`config.mk`:
```
export PLATFORM = sky130hd
export DESIGN_NAME = avalon_st_pkt_fifo
export DESIGN_NICKNAME = d
export VERILOG_FILES = /design/src/rtl/avalon_st_pkt_fifo.sv
export SDC_FILE = /design/constraint.sdc
export NUM_CORES = 1
export LEC_CHECK = 0
export ABC_AREA = 1
export CORE_ASPECT_RATIO = 0.9
export CORE_MARGIN = 10
export CORE_UTILIZATION = 30
export CTS_CLUSTER_DIAMETER = 120
export CTS_CLUSTER_SIZE = 25
export DETAILED_ROUTE_END_ITERATION = 16
export PLACE_DENSITY_LB_ADDON = 0.12
export SLEW_MARGIN = 20
export SYNTH_ARGS = -nofsm -noshare
export SYNTH_HDL_FRONTEND = slang
export SYNTH_SLANG_ARGS = --single-unit
```
`constraint.sdc`:
```
create_clock -name clk -period 4.35 [get_ports clk]
set_input_delay 0.435 -clock clk [delete_from_list [all_inputs] [get_ports clk]]
set_output_delay 0.435 -clock clk [all_outputs]
set_load 0.01 [all_outputs]
```
`src/rtl/avalon_st_pkt_fifo.sv`:
```
// rtl/avalon_st_pkt_fifo.sv - Avalon-ST packet FIFO with framing check; AVST_PKT_FIFO_STORE_FWD_EN selects store-and-forward
module avalon_st_pkt_fifo #(
    parameter int DATA_WIDTH = 32,
    parameter int DEPTH = 16,
    localparam int EMPTY_WIDTH = (DATA_WIDTH / 8 > 1) ? $clog2(DATA_WIDTH / 8) : 1,
    localparam int AW = $clog2(DEPTH),
    localparam int CW = AW + 1
) (
    input  logic                   clk,
    input  logic                   rst,
    input  logic                   sink_vld,
    input  logic                   sink_sop,
    input  logic                   sink_eop,
    input  logic [DATA_WIDTH-1:0]  sink_data,
    input  logic [EMPTY_WIDTH-1:0] sink_empty,
    output logic                   sink_rdy,
    output logic                   src_vld,
    output logic                   src_sop,
    output logic                   src_eop,
    output logic [DATA_WIDTH-1:0]  src_data,
    output logic [EMPTY_WIDTH-1:0] src_empty,
    input  logic                   src_rdy,
    output logic [CW-1:0]          fill_level,
    output logic [CW-1:0]          pkt_count,
    output logic                   frame_err
);

    localparam int ENTRY_W = DATA_WIDTH + EMPTY_WIDTH + 2;

    typedef enum logic {
        ST_IDLE,
        ST_IN_PKT
    } trk_state_t;

    logic [ENTRY_W-1:0] mem [DEPTH];
    logic [AW-1:0]      wr_ptr;
    logic [AW-1:0]      rd_ptr;
    logic               wr_en;
    logic               rd_en;
    logic               frame_viol;
    trk_state_t         trk_q;
    trk_state_t         trk_d;

    assign sink_rdy = (fill_level != CW'(DEPTH));
    assign wr_en    = sink_vld && sink_rdy;
    assign rd_en    = src_vld && src_rdy;

    // Source fields come straight from the head entry, so there is no sink-to-source path.
    assign {src_data, src_empty, src_sop, src_eop} = mem[rd_ptr];

`ifdef AVST_PKT_FIFO_STORE_FWD_EN
    logic rel_q;

    // rel_q keeps a packet flowing once its first beat has left, until its eop is read.
    always_ff @(posedge clk) begin
        if (rst) begin
            rel_q <= 1'b0;
        end else if (rd_en) begin
            rel_q <= !src_eop;
        end
    end

    assign src_vld = (fill_level != '0) &&
                     ((pkt_count != '0) || (fill_level == CW'(DEPTH)) || rel_q);
`else
    assign src_vld = (fill_level != '0);
`endif

    always_ff @(posedge clk) begin
        if (wr_en) begin
            mem[wr_ptr] <= {sink_data, sink_empty, sink_sop, sink_eop};
        end
    end

    always_ff @(posedge clk) begin
        if (rst) begin
            wr_ptr     <= '0;
            rd_ptr     <= '0;
            fill_level <= '0;
            pkt_count  <= '0;
            frame_err  <= 1'b0;
        end else begin
            if (wr_en) begin
                wr_ptr <= wr_ptr + 1'b1;
            end
            if (rd_en) begin
                rd_ptr <= rd_ptr + 1'b1;
            end
            case ({wr_en, rd_en})
                2'b10:   fill_level <= fill_level + 1'b1;
                2'b01:   fill_level <= fill_level - 1'b1;
                default: fill_level <= fill_level;
            endcase
            case ({wr_en && sink_eop, rd_en && src_eop})
                2'b10:   pkt_count <= pkt_count + 1'b1;
                2'b01:   pkt_count <= pkt_count - 1'b1;
                default: pkt_count <= pkt_count;
            endcase
            if (frame_viol) begin
                frame_err <= 1'b1;
            end
        end
    end

    always_ff @(posedge clk) begin
        if (rst) begin
            trk_q <= ST_IDLE;
        end else begin
            trk_q <= trk_d;
        end
    end

    // Offending beats are still stored; only the sticky flag records the violation.
    always_comb begin
        trk_d      = trk_q;
        frame_viol = 1'b0;
        if (wr_en) begin
            case (trk_q)
                ST_IDLE: begin
                    if (!sink_sop) begin
                        frame_viol = 1'b1;
                    end else if (!sink_eop) begin
                        trk_d = ST_IN_PKT;
                    end
                end
                ST_IN_PKT: begin
                    if (sink_sop) begin
                        frame_viol = 1'b1;
                    end
                    if (sink_eop) begin
                        trk_d = ST_IDLE;
                    end
                end
                default: trk_d = ST_IDLE;
            endcase
        end
    end

endmodule

```
==> results_dict.tcl <==
set metrics [dict create \
    nets 1961 \
    setup_tns_ns 0 \
    grt_pass1_vias 14200 \
    final_area_sq_um 27000 \
    coreArea_sq_um 79500 \
    min_path_type "register to register" \
    hold_path_end "pkt_count[4]$_SDFFE_PP0P_" \
    area.sequential_sq_um 17800 \
    arrival_ns 3.54 \
    wl_per_cell_um 22.0 \
    antenna_found_initial 0 \
    yosysWarningCount 0 \
    clockBufferDepth 3 \
    wl_um 65300 \
    yosysMostFrequentCell "edfxtp_1" \
    slowest_stage "buf_4" \
    viasPerCell 4.82 \
    synth_seq_cells 600 \
    r2r-end "pkt_count[4]$_SDFFE_PP0P_" \
    grt_pass1_wl_um 96800 \
    synthTopCellsByArea "edfxtp_1, nor2_1, o21ai_0, o211ai_1, dfxtp_1" \
    reg2reg_slack_ns 1.22 \
    die_y_um 289 \
    drc 0 \
    rr_worst_depth 15 \
    setup_violations 0 \
    skew_ns 0.0287 \
    drtAntennaViolNets 0 \
    max_freq_mhz 252 \
    ctsResizeCount 0 \
    port_buffers 88 \
    placed_cell_area_sq_um 26200 \
    grt_max_degree 171 \
    multiInputGateArea_sq_um 5390 \
    path_class "register to output port" \
    cts_inserted_buffers 27 \
    yosysSeqAreaShare_pct 73.9 \
    grt.total_usage_pct 13.7 \
    die_w_um 318 \
    syn_area_sq_um 24100 \
    leakage_nw 8.60 \
    worstHoldStart "pkt_count[4]$_SDFFE_PP0P_" \
    worst_pin_slew_ns 1.20 \
    synth_edf_count 576 \
    cp_max_fo 170 \
    cp_top_family "buffers and inverters" \
    ir_drop_mv 0.397 \
    avgSynthCellArea_sq_um 12.9 \
    yosysTopAreaCellShare_pct 71.9 \
    drt_iter0_drc 1187 \
    clock_sinks 600 \
    syn-num-nets 1922 \
    cts_tree "done" \
    whs_ns 0.509 \
    wl_met1_um 31100 \
    maxSlewViolCount 0 \
    cts_root_buf "clkbuf_16" \
    wl_met2_um 31200 \
    gp_congestion 0.710 \
    syn_to_final_growth_pct 12.1 \
    status "finished, final reports clean" \
    diodes 0 \
    clk_latency_ns 0.61 \
    fillers 7839 \
    cp.required_ns 3.91 \
    vias 14300 \
    dr.pass1.iters 5 \
    hold_viol_final 0 \
    cp_cell_sequence "buf_12 -> buf_4 -> o21ai_0 -> o211ai_1 -> nand3_1 -> nand2_1 -> clkdlybuf4s50_1" \
    async_flop_share_pct 0 \
    power_density_nw_per_um2 508 \
    postCtsSetupRepairBufs 0 \
    ys.flop_type "edfxtp_1" \
    cts.clk_slew.worst_paths_ns 0.11 \
    ios 89 \
    ctsHtreeMaxLevel 1 \
    core.rowCount 98 \
    gr-total-overflow 0 \
    start_kind "register" \
    max_stage_delay_ns 0.59 \
    synth_common_cells "edfxtp_1, nor2_1, o21ai_0" \
    wl_met3_um 1870 \
    maxUsedRoutingLayer "met4" \
    holdPathStages 2 \
    worstSetupEndpointType "output port" \
    drive_above_1_share_pct 4.91 \
    dieArea_sq_um 91900 \
    cts_hold_buf 0 \
    finalCriticalPeriod_ns 3.98 \
    dp_hpwl_um 35100 \
    timing.final.crit_share_pct 91.4 \
    synth_top_cell_by_area "edfxtp_1" \
    max_slew_margin_pct 20.0 \
    rsz0062_at_grt "no" \
    path_buf_inv 3 \
    maxCapViolations 0 \
    start_util_pct 30.3 \
    synth_cell_types 27 \
    syn-instance-count 1867 \
]
## how the worst max path moves through the flow
stage | from | end | slack, ns | depth (start not counted)
floorplan | fill_level[1]$_SDFFE_PP0P_ | mem[11][0]$_DFFE_PP_ | 1.29 | 6
global placement | register | src_data[24] | 1.16 | 9
detailed placement | register | src_empty[0] | 1.16 | 7
CTS | register | src_data[24] | 0.47 | 9
global route | register | src_empty[0] | 0.23 | 7
finish | register | src_empty[0] | 0.37 | 7
## worst min-delay path: cells and delay by family, from the launching register on
kind             cells  cell delay [ns]
flip-flops           1             0.35
AND/OR/NAND/NOR      1             0.06
AO/OA/AOI/OAI        1             0.06
## area by class of cell
type                            count  area share [%]
Tap cell                         1050            4.87
Clock buffer                       38            2.66
Multi-Input combinational cell   1053            20.0
Timing Repair Buffer              128            5.12
Sequential cell                   600            66.0
Inverter                           96            1.36
## cells in the final DEF, fill, tap and decap left out
| cell | n |
|---|---|
| nor2_4 | 16 |
| o211ai_1 | 140 |
| inv_6 | 1 |
| nor2_1 | 312 |
| o21a_1 | 1 |
| nand2b_1 | 1 |
| xnor2_1 | 4 |
| fa_1 | 2 |
| a21oi_1 | 82 |
| inv_2 | 2 |
| ha_1 | 13 |
| o21ai_0 | 234 |
| buf_12 | 16 |
| dfxtp_1 | 20 |
| nand2_2 | 1 |
| o21ai_1 | 58 |
| inv_1 | 92 |
| clkdlybuf4s50_1 | 88 |
| clkinv_2 | 1 |
| or2_2 | 2 |
| nand3_1 | 88 |
| edfxtp_1 | 576 |
| dfxtp_4 | 3 |
| nand2_1 | 91 |
| clkbuf_16 | 27 |
| clkbuf_1 | 11 |
| dfxtp_2 | 1 |
| nand4_1 | 2 |
| buf_4 | 24 |
| xor2_1 | 6 |
## metal layers
layer | up-vias | track usage, %
li1 | 6844 | -
met1 | 7222 | 19.1
met2 | 188 | 23.1
met3 | 52 | 1.49
met4 | 0 | 2.55
met5 | - | 0
## through the flow
stage	utilization (%)	instances	setup WS (ns)	total power [mW]
final	33.9	2965	0.374	13.7
after global routing	33.9	2965	0.229	14.5
after CTS	33.9	2965	0.469	13.9
after detailed placement	33.0	2927	1.16	11.0
after global placement	33.0	2927	1.16	11.0
after floorplan	-	1867	1.29	9.38
## cell families (layout without fill, tap and decap cells)
kind of cell               after synthesis  in the layout  share of synthesized area [%]
AOI/OAI and AO/OA                      515            515                           12.2
DFF                                    600            600                           73.9
and+or+nand+nor                        513            513                           8.52
buffers and inverters                  214            262                           4.19
xor gates and xnor gates                10             10                          0.364
adders and majority gates               15             15                          0.843
## registers in the layout, summed over array words and instances (netlist names), named ones only
| name | cells |
|---|---|
| pkt_count | 5 |
| wr_ptr | 4 |
| mem | 576 |
| frame_err | 1 |
| fill_level | 5 |
| rd_ptr | 4 |
| trk_q | 1 |
## report_power, final
part	switching (mW)	internal, mW
registers	0.143	6.51
clock network	1.76	1.15
logic	2.61	1.51
(Power assumes the default switching activity.)
